## config.mk

```make
export PLATFORM = sky130hd
export DESIGN_NAME = vga_sync_gen
export DESIGN_NICKNAME = d
export VERILOG_FILES = /design/src/rtl/vga_pkg.sv /design/src/rtl/vga_timing_counter.sv /design/src/rtl/vga_sync_gen.sv
export SDC_FILE = /design/constraint.sdc
export NUM_CORES = 1
export LEC_CHECK = 0
export CAP_MARGIN = 10
export CORE_MARGIN = 2
export CORE_UTILIZATION = 47
export CTS_CLUSTER_SIZE = 25
export DETAILED_ROUTE_END_ITERATION = 16
export PLACE_DENSITY = 0.73
export SYNTH_ARGS = -nofsm -noshare
export SYNTH_HDL_FRONTEND = slang
export SYNTH_SLANG_ARGS = --single-unit
```

## constraint.sdc

```tcl
create_clock -name pixel_clock -period 1.6 [get_ports pixel_clock]
set_input_delay 0.32 -clock pixel_clock [delete_from_list [all_inputs] [get_ports pixel_clock]]
set_output_delay 0.32 -clock pixel_clock [all_outputs]
set_load 0.02 [all_outputs]
```

## src/rtl/vga_pkg.sv

```systemverilog
// Shared VGA timing constants (640x480@60), sync polarities and the coordinate type.
// The display stage and the snake renderer both use these bounds.
package vga_pkg;

  localparam int VGA_COORD_W = 10;

  localparam int VGA_H_VISIBLE = 640;
  localparam int VGA_H_FRONT   = 16;
  localparam int VGA_H_SYNC    = 96;
  localparam int VGA_H_BACK    = 48;
  localparam int VGA_H_TOTAL   = VGA_H_VISIBLE + VGA_H_FRONT + VGA_H_SYNC + VGA_H_BACK;

  localparam int VGA_V_VISIBLE = 480;
  localparam int VGA_V_FRONT   = 10;
  localparam int VGA_V_SYNC    = 2;
  localparam int VGA_V_BACK    = 33;
  localparam int VGA_V_TOTAL   = VGA_V_VISIBLE + VGA_V_FRONT + VGA_V_SYNC + VGA_V_BACK;

  // 0 = active-low sync pulses
  localparam logic VGA_HS_POL = 1'b0;
  localparam logic VGA_VS_POL = 1'b0;

  typedef logic [VGA_COORD_W-1:0] coord_t;

endpackage

```

## src/rtl/vga_timing_counter.sv

```systemverilog
// One axis of VGA timing: a wrapping counter with combinational active/sync/wrap decode.
// Instantiated once per axis; the top registers all decoded outputs.
module vga_timing_counter
  import vga_pkg::*;
#(
  parameter int   VISIBLE = VGA_H_VISIBLE,
  parameter int   FRONT   = VGA_H_FRONT,
  parameter int   SYNC    = VGA_H_SYNC,
  parameter int   BACK    = VGA_H_BACK,
  parameter logic POL     = VGA_HS_POL
) (
  input  logic                   pixel_clock,
  input  logic                   reset,
  input  logic                   enable,
  output logic [VGA_COORD_W-1:0] count,
  output logic                   active,
  output logic                   sync,
  output logic                   wrap
);

  localparam int     TOTAL      = VISIBLE + FRONT + SYNC + BACK;
  localparam coord_t LAST       = coord_t'(TOTAL - 1);
  localparam coord_t VIS_LIMIT  = coord_t'(VISIBLE);
  localparam coord_t SYNC_FIRST = coord_t'(VISIBLE + FRONT);
  localparam coord_t SYNC_LAST  = coord_t'(VISIBLE + FRONT + SYNC - 1);

  // Anything at or beyond the last position wraps, so stray values self-heal in one step.
  assign wrap   = (count >= LAST);
  assign active = (count < VIS_LIMIT);
  assign sync   = ((count >= SYNC_FIRST) && (count <= SYNC_LAST)) ? POL : ~POL;

  always_ff @(posedge pixel_clock or negedge reset) begin
    if (!reset) begin
      count <= '0;
    end else if (enable) begin
      count <= wrap ? '0 : count + coord_t'(1);
    end
  end

endmodule

```

## src/rtl/vga_sync_gen.sv

```systemverilog
// VGA sync generator: registered, mutually aligned sync/blank/coordinate outputs.
// Optional frame counter output when VGA_SYNC_FRAME_CNT_EN is defined.
module vga_sync_gen
  import vga_pkg::*;
#(
  parameter int   H_VISIBLE = VGA_H_VISIBLE,
  parameter int   H_FRONT   = VGA_H_FRONT,
  parameter int   H_SYNC    = VGA_H_SYNC,
  parameter int   H_BACK    = VGA_H_BACK,
  parameter int   V_VISIBLE = VGA_V_VISIBLE,
  parameter int   V_FRONT   = VGA_V_FRONT,
  parameter int   V_SYNC    = VGA_V_SYNC,
  parameter int   V_BACK    = VGA_V_BACK,
  parameter logic HS_POL    = VGA_HS_POL,
  parameter logic VS_POL    = VGA_VS_POL
) (
  input  logic                   pixel_clock,
  input  logic                   reset,
  output logic                   horiz_sync,
  output logic                   vert_sync,
  output logic                   video_on,
  output logic [VGA_COORD_W-1:0] pixel_column,
  output logic [VGA_COORD_W-1:0] pixel_row,
  output logic                   frame_start
`ifdef VGA_SYNC_FRAME_CNT_EN
  ,
  output logic [15:0]            frame_count
`endif
);

  coord_t h_cnt, v_cnt;
  logic   h_active, h_sync, h_wrap;
  logic   v_active, v_sync, v_wrap;

  vga_timing_counter #(
    .VISIBLE (H_VISIBLE),
    .FRONT   (H_FRONT),
    .SYNC    (H_SYNC),
    .BACK    (H_BACK),
    .POL     (HS_POL)
  ) u_h_counter (
    .pixel_clock (pixel_clock),
    .reset       (reset),
    .enable      (1'b1),
    .count       (h_cnt),
    .active      (h_active),
    .sync        (h_sync),
    .wrap        (h_wrap)
  );

  vga_timing_counter #(
    .VISIBLE (V_VISIBLE),
    .FRONT   (V_FRONT),
    .SYNC    (V_SYNC),
    .BACK    (V_BACK),
    .POL     (VS_POL)
  ) u_v_counter (
    .pixel_clock (pixel_clock),
    .reset       (reset),
    .enable      (h_wrap),
    .count       (v_cnt),
    .active      (v_active),
    .sync        (v_sync),
    .wrap        (v_wrap)
  );

  // Stage p0: counters about to land on (0,0). Cleared by reset, so the
  // position shown right after release never fires frame_start.
  logic origin_p0;

  always_ff @(posedge pixel_clock or negedge reset) begin
    if (!reset) begin
      origin_p0 <= 1'b0;
    end else begin
      origin_p0 <= h_wrap & v_wrap;
    end
  end

  // Stage p1: registered outputs, all decoded from the same counter snapshot.
  logic   hs_p1, vs_p1, video_p1, fs_p1;
  coord_t col_p1, row_p1;

  always_ff @(posedge pixel_clock or negedge reset) begin
    if (!reset) begin
      hs_p1    <= ~HS_POL;
      vs_p1    <= ~VS_POL;
      video_p1 <= 1'b0;
      fs_p1    <= 1'b0;
      col_p1   <= '0;
      row_p1   <= '0;
    end else begin
      hs_p1    <= h_sync;
      vs_p1    <= v_sync;
      video_p1 <= h_active & v_active;
      fs_p1    <= origin_p0;
      col_p1   <= h_cnt;
      row_p1   <= v_cnt;
    end
  end

  assign horiz_sync   = hs_p1;
  assign vert_sync    = vs_p1;
  assign video_on     = video_p1;
  assign frame_start  = fs_p1;
  assign pixel_column = col_p1;
  assign pixel_row    = row_p1;

`ifdef VGA_SYNC_FRAME_CNT_EN
  // Steps on the same edge that raises frame_start; wraps naturally at 16 bits.
  logic [15:0] frame_cnt_p1;

  always_ff @(posedge pixel_clock or negedge reset) begin
    if (!reset) begin
      frame_cnt_p1 <= '0;
    end else if (origin_p0) begin
      frame_cnt_p1 <= frame_cnt_p1 + 16'd1;
    end
  end

  assign frame_count = frame_cnt_p1;
`endif

endmodule

```

==> results by group, run 1 <==
Run status
  – Status: complete, no violations

Die
  – Row count: 22
  – Initial Util: 48.9%
  – Die Wd: 65.5 um
  – I/O pin count: 26
  – Core Area: 3630 sq um
  – Die H: 65.5 um
  – Die area: 4290 sq um

Timing
  – Tcrit/Tclk final: 97.3%
  – Sum Neg Setup Slack: 0 ps
  – Final worst slack: 43.5 ps
  – Setup Viol. Count Final: 0
  – Fmax: 642 MHz
  – Final hold vios: 0
  – Slew @ Worst Pin: 446 ps
  – Minimum clock period: 1560 ps
  – Slew margin rel.: 70.3%
  – Fin. max-slew vios: 0
  – Skew final: 3.53 ps
  – RSZ-0062 raised after global routing: false

Logic synthesis
  – EDFF count, synth: 0
  – Syn Inst Count: 137
  – Synth async-reset ratio: 100%
  – Syn. warnings: 0
  – Post-synthesis sequential area ratio: 63.6%
  – Predominant post-synthesis flop cell: dfrtp_1
  – Netlist cell types: 39
  – Post-Syn Area per Cell: 13.0 sq um
  – Post-synthesis net count: 143
  – #FFs+latches synth: 45
  – Mapped cell area: 1780 sq um

Global route
  – Initial antenna violation count: 0
  – Gr usage total: 17.3%
  – Total grt overflow: 0
  – Largest net degree at the start of global routing: 28
  – Vias in the first global route: 1148
  – First-pass GRT wire length: 5340 um

Worst setup path
  – WS Path Type: reg -> out
  – Startpoint Class: flop
  – Crit path max-delay family: buffers and inverters
  – Critical Path Fanout Max: 1
  – Worst Path Arrival: 1240 ps
  – Crit path max-delay cell type: clkdlybuf4s50_1
  – Critical path data required time: 1280 ps
  – Worst path bufs/invs: 1
  – CP endpoint kind: output pin
  – Critical Path Max Stage Delay: 600 ps
  – CP cell instances: clkdlybuf4s50_1

Detailed routing
  – Wire per inst: 13.9 um
  – DR vias: 1180
  – Drc violations: 0
  – DRT iter0 DRCs: 35
  – Vias per cell: 5.22
  – Post-route ant nets: 0
  – Final WL: 3140 um
  – First drt pass iteration count: 4

Power
  – PwrDens: 840 nW/um^2
  – Peak supply drop: 0.000593 V
  – P_leak: 1.06 nW
  – Pwr Total: 1.89 mW

Placement
  – Port bufs: 25
  – Placer congestion estimate: 0.817
  – Pre-CTS setup slack: 87.4 ps
  – DP HPWL: 2090 um

CTS
  – CTS Root Cell: clkbuf_8
  – CTS HTree Levels: 2
  – CTS max path bufs: 2
  – Inserted Clock Buffers: 5
  – CTS tree: built
  – Clock-pin slew of the registers on the worst-case setup and hold paths: 80 ps
  – Setup repair bufs after CTS: 0
  – Num Clock Sinks: 45
  – Worst-Skew Late Latency: 300 ps

Final layout
  – Layout cell share with drive strength beyond 1: 20.2%
  – Diode count: 0
  – Post-layout util: 62.1%
  – Nets: 183
  – Area added between synthesis and finish: 27.1%

Run
  – Max_cap viols: 0

Hold path
  – Worst Hold Class: reg -> reg
-- cells in the mapped netlist (2+ instances only) --
library cell,count,share of area (%)
nor2_1,15,3.2
nand3_1,8,2.3
ha_1,4,2.8
a22o_1,7,3.5
dfrtp_1,43,61
and2_1,2,0.70
dfstp_2,2,3.0
and3_1,5,1.8
inv_1,5,1.1
xnor2_1,4,2.0
nor3_1,4,1.1
nand4_1,3,1.1
o21a_1,2,0.85
xor2_1,3,1.5
nand2_1,2,0.42
o21ai_1,5,1.4
-- path summary, 6_finish.rpt --
kind	start	to	slack [ps]	cells past startpoint
worst max-delay path	pixel_column[3]$_DFF_PN0_	pixel_column[3]	40	1
worst max register to register	u_v_counter.count[0]$_DFFE_PN0N_	u_v_counter.count[6]$_DFFE_PN0N_	90	5
min in group asynchronous	reset	pixel_column[1]$_DFF_PN0_	500	2
worst min-delay path	origin_p0$_DFF_PN0_	frame_start$_DFF_PN0_	350	0
max in group asynchronous	reset	vert_sync$_DFF_PN1_	550	3
worst min register to register	origin_p0$_DFF_PN0_	frame_start$_DFF_PN0_	350	0
-- power by group --
group | switching (mW) | internal, mW | total, mW
Sequential | 0 | 1.14 | 1.14
Clock | 0.379 | 0.350 | 0.729
Combinational | 0.0217 | 0.00733 | 0.0290
-- registers in the layout, summed over array words and instances (netlist names) --
name	count
origin_p0	1
frame_start	1
video_on	1
vert_sync	1
u_h_counter.count	10
pixel_column	10
pixel_row	10
u_v_counter.count	10
horiz_sync	1
-- layout by cell type, fill, tap and decap left out, types with 4 or more instances in the layout --
cell              n
a22o_1            7
clkdlybuf4s50_1  21
o21ai_1           5
inv_1             5
clkbuf_8          6
and3_1            5
nor2_1           15
dfrtp_1          42
nand3_1           8
xnor2_1           4
nor3_1            4
buf_4             8
-- area by class of cell --
type                    count  area, sq um
clock buffers               6         82.6
multi-input cells          85          616
fillers                   311         1380
well taps                  48         60.1
clock inverters             2         13.8
repair buffers             35          335
flip-flops and latches     45         1130
inverters                   5         18.8
-- repair_timing --
action,in CTS,in global routing
hold endpoints to repair,17,0
cloned,0,1
endpoints found under the setup margin,2,10
pin swaps,0,2
gates resized for setup,2,3
hold buffers,1,0
-- layer usage --
layer	track usage, %	up-vias	routed length (um)
met1	22.0	582	1480
met5	0	-	0
met2	26.0	26	1450
li1	-	566	-
met3	5.65	6	136
met4	9.64	0	71
-- metrics by stage --
step	hold WS, ps	instances	area (sq um)
after floorplan	24.4	137	1780
after global placement	278	216	2140
after detailed placement	292	216	2140
after CTS	355	225	2240
after global routing	364	226	2260
final	353	226	2260
-- cell families after synthesis --
kind of cell,Yosys count,share of synthesized area (%)
AO/OA/AOI/OAI,22,10.4
XOR/XNOR,7,3.45
adder cells (fa/ha/maj),4,2.82
buffers and inverters,8,2.25
flip-flops,45,63.6
multiplexers,1,0.845
AND/OR/NAND/NOR,50,16.7
(Power assumes the default switching activity.)
==> run 2: changes to the inputs <==
CAP_MARGIN = 0   (was 10)
CTS_CLUSTER_SIZE = 10   (was 25)
==> results of run 2 <==
No change in the layout: final DEF, timing and power equal those of run 1.
==> run 3: changes to the inputs <==
CAP_MARGIN = 10   (was 0)
CELL_PAD_IN_SITES_DETAIL_PLACEMENT = 1   (was not set)
CELL_PAD_IN_SITES_GLOBAL_PLACEMENT = 1   (was not set)
CORE_UTILIZATION = 38   (was 47)
MAX_ROUTING_LAYER = met4   (was not set)
PLACE_DENSITY = not set   (was 0.73)
PLACE_DENSITY_LB_ADDON = 0.1   (was not set)
==> results by group, run 3 (synthesized netlist as in run 1, its figures left out) <==
Run status
  – Status: complete, no violations

Detailed routing
  – DR vias: 1231
  – Wire per inst: 15.6 um
  – Post-route ant nets: 0
  – First drt pass iteration count: 4
  – Drc violations: 0
  – DRT iter0 DRCs: 44
  – Final WL: 3680 um
  – Vias per cell: 5.22

Timing
  – Fin. max-slew vios: 0
  – Slew @ Worst Pin: 333 ps
  – Fmax: 646 MHz
  – Minimum clock period: 1550 ps
  – RSZ-0062 raised after global routing: false
  – Slew margin rel.: 77.7%
  – Setup Viol. Count Final: 0
  – Sum Neg Setup Slack: 0 ps
  – Tcrit/Tclk final: 96.8%
  – Skew final: 6.65 ps
  – Final hold vios: 0

Worst setup path
  – CP endpoint kind: output pin
  – R2R cell count: 5
  – Startpoint Class: flop
  – R2r setup slk: 80 ps
  – Crit path max-delay cell type: clkdlybuf4s50_1
  – Worst Path Arrival: 1230 ps
  – Worst r2r src: u_h_counter.count[0]$_DFF_PN0_
  – Worst path bufs/invs: 1
  – Critical path data required time: 1280 ps
  – Critical Path Max Stage Delay: 600 ps
  – Crit path max-delay family: buffers and inverters
  – CP cell instances: clkdlybuf4s50_1
  – Critical Path Fanout Max: 1
  – WS Path Type: reg -> out
  – FF-to-FF End: u_v_counter.count[0]$_DFFE_PN0N_

Hold path
  – Worst Hold Class: reg -> reg
  – Hold path cells: 0
  – Hold path endpoint: frame_start$_DFF_PN0_
  – Hold_sp: origin_p0$_DFF_PN0_

Global route
  – Total grt overflow: 0
  – Gr usage total: 15.9%
  – First-pass GRT wire length: 6110 um
  – Vias in the first global route: 1237
  – Initial antenna violation count: 0
  – Largest net degree at the start of global routing: 23

Final layout
  – Commonest cells after routing, fill and taps aside: dfrtp_1, clkdlybuf4s50_1, buf_4
  – Layout cell share with drive strength beyond 1: 21.7%
  – Area added between synthesis and finish: 29.5%
  – Design Area, Final: 2300 sq um
  – Diode count: 0
  – Most common cell after layout, fill and taps aside: dfrtp_1
  – Nets: 190

Die
  – Die H: 72.4 um
  – Initial Util: 40.2%
  – Die area: 5240 sq um
  – Die Wd: 72.4 um
  – Core Area: 4410 sq um
  – Row count: 24
  – I/O pin count: 26

Power
  – P_leak: 1.10 nW
  – Peak supply drop: 0.000435 V
  – PwrDens: 807 nW/um^2

Run
  – Max_cap viols: 0

CTS
  – CTS Root Cell: clkbuf_8
  – CTS max path bufs: 2
  – Inserted Clock Buffers: 5
  – Clock-pin slew of the registers on the worst-case setup and hold paths: 80 ps
  – CTS tree: built
  – Worst-Skew Late Latency: 290 ps
  – CTS HTree Levels: 2
  – Num Clock Sinks: 45

Placement
  – Placer congestion estimate: 0.795
  – DP HPWL: 2640 um
  – Area post-placement: 2180 sq um
  – Port bufs: 25
## run 3: cell types whose count changed in the layout (fill, tap and decap cells not counted), sizes merged
| cell | change |
|---|---|
| nor2 | -1 |
| clkbuf | +1 |
| buf | +8 |
| clkinv | -2 |
## run 3: repair_timing
action,4_1_cts,5_1_grt
gates resized for setup,2,3
pin swaps,0,2
endpoints found under the setup margin,2,10
hold endpoints to repair,3,0
setup buffers,0,1
hold buffers,1,0
## run 3: power breakdown
group          switching (mW)  internal (mW)  leakage [nW]  total [mW]
clock                   0.350          0.343        0.0443       0.693
sequential                  0           1.14         0.593        1.14
combinational          0.0217        0.00572         0.461      0.0274
total                   0.372           1.48          1.10        1.86
## run 3: area by class of cell
cell class	instances	area (sq um)
inverters	5	18.8
fillers	471	2110
flip-flops and latches	45	1130
repair buffers	43	383
multi-input cells	84	618
well taps	52	65.1
clock buffers	7	86.3
## run 3: worst max-delay path by stage
stage,startpoint,endpoint,slack [ps],cells past startpoint
finish,video_on$_DFF_PN0_,video_on,50,1
global route,video_on$_DFF_PN0_,video_on,2,1
CTS,pixel_column[9]$_DFF_PN0_,pixel_column[9],30,1
detailed placement,u_h_counter.count[0]$_DFF_PN0_,u_v_counter.count[4]$_DFFE_PN0N_,70,5
global placement,u_h_counter.count[0]$_DFF_PN0_,u_v_counter.count[6]$_DFFE_PN0N_,140,4
floorplan,u_h_counter.count[0]$_DFF_PN0_,u_v_counter.count[8]$_DFFE_PN0N_,110,6
## run 3: worst register-to-register path: stages (launching register included)
cell	delay, ps
dfrtp_1	370
ha_2	220
nand4_2	150
a21o_2	300
nor2_4	230
mux2_4	200
## run 3: per-stage QoR
step                total power [mW]  setup WS (ps)  std cells  hold slack [ps]  util [%]
global route                    1.95           2.14        236              354      52.1
CTS                             1.88           26.7        235              346      51.6
detailed placement              1.19           72.6        227              132      49.5
finish                          1.86           50.9        236              352      52.1
floorplan                       1.16            107        137             24.4         -
global placement                1.19            136        227              129      49.5
## run 3: routing by layer
metal  vias to the layer above  global-route usage (%)  wire length (um)
li1                        565                       -                 -
met1                       637                    21.2              1800
met2                        23                    23.0              1690
met3                         6                    4.86               136
met4                         0                    5.66                55
met5                         -                       -                 0
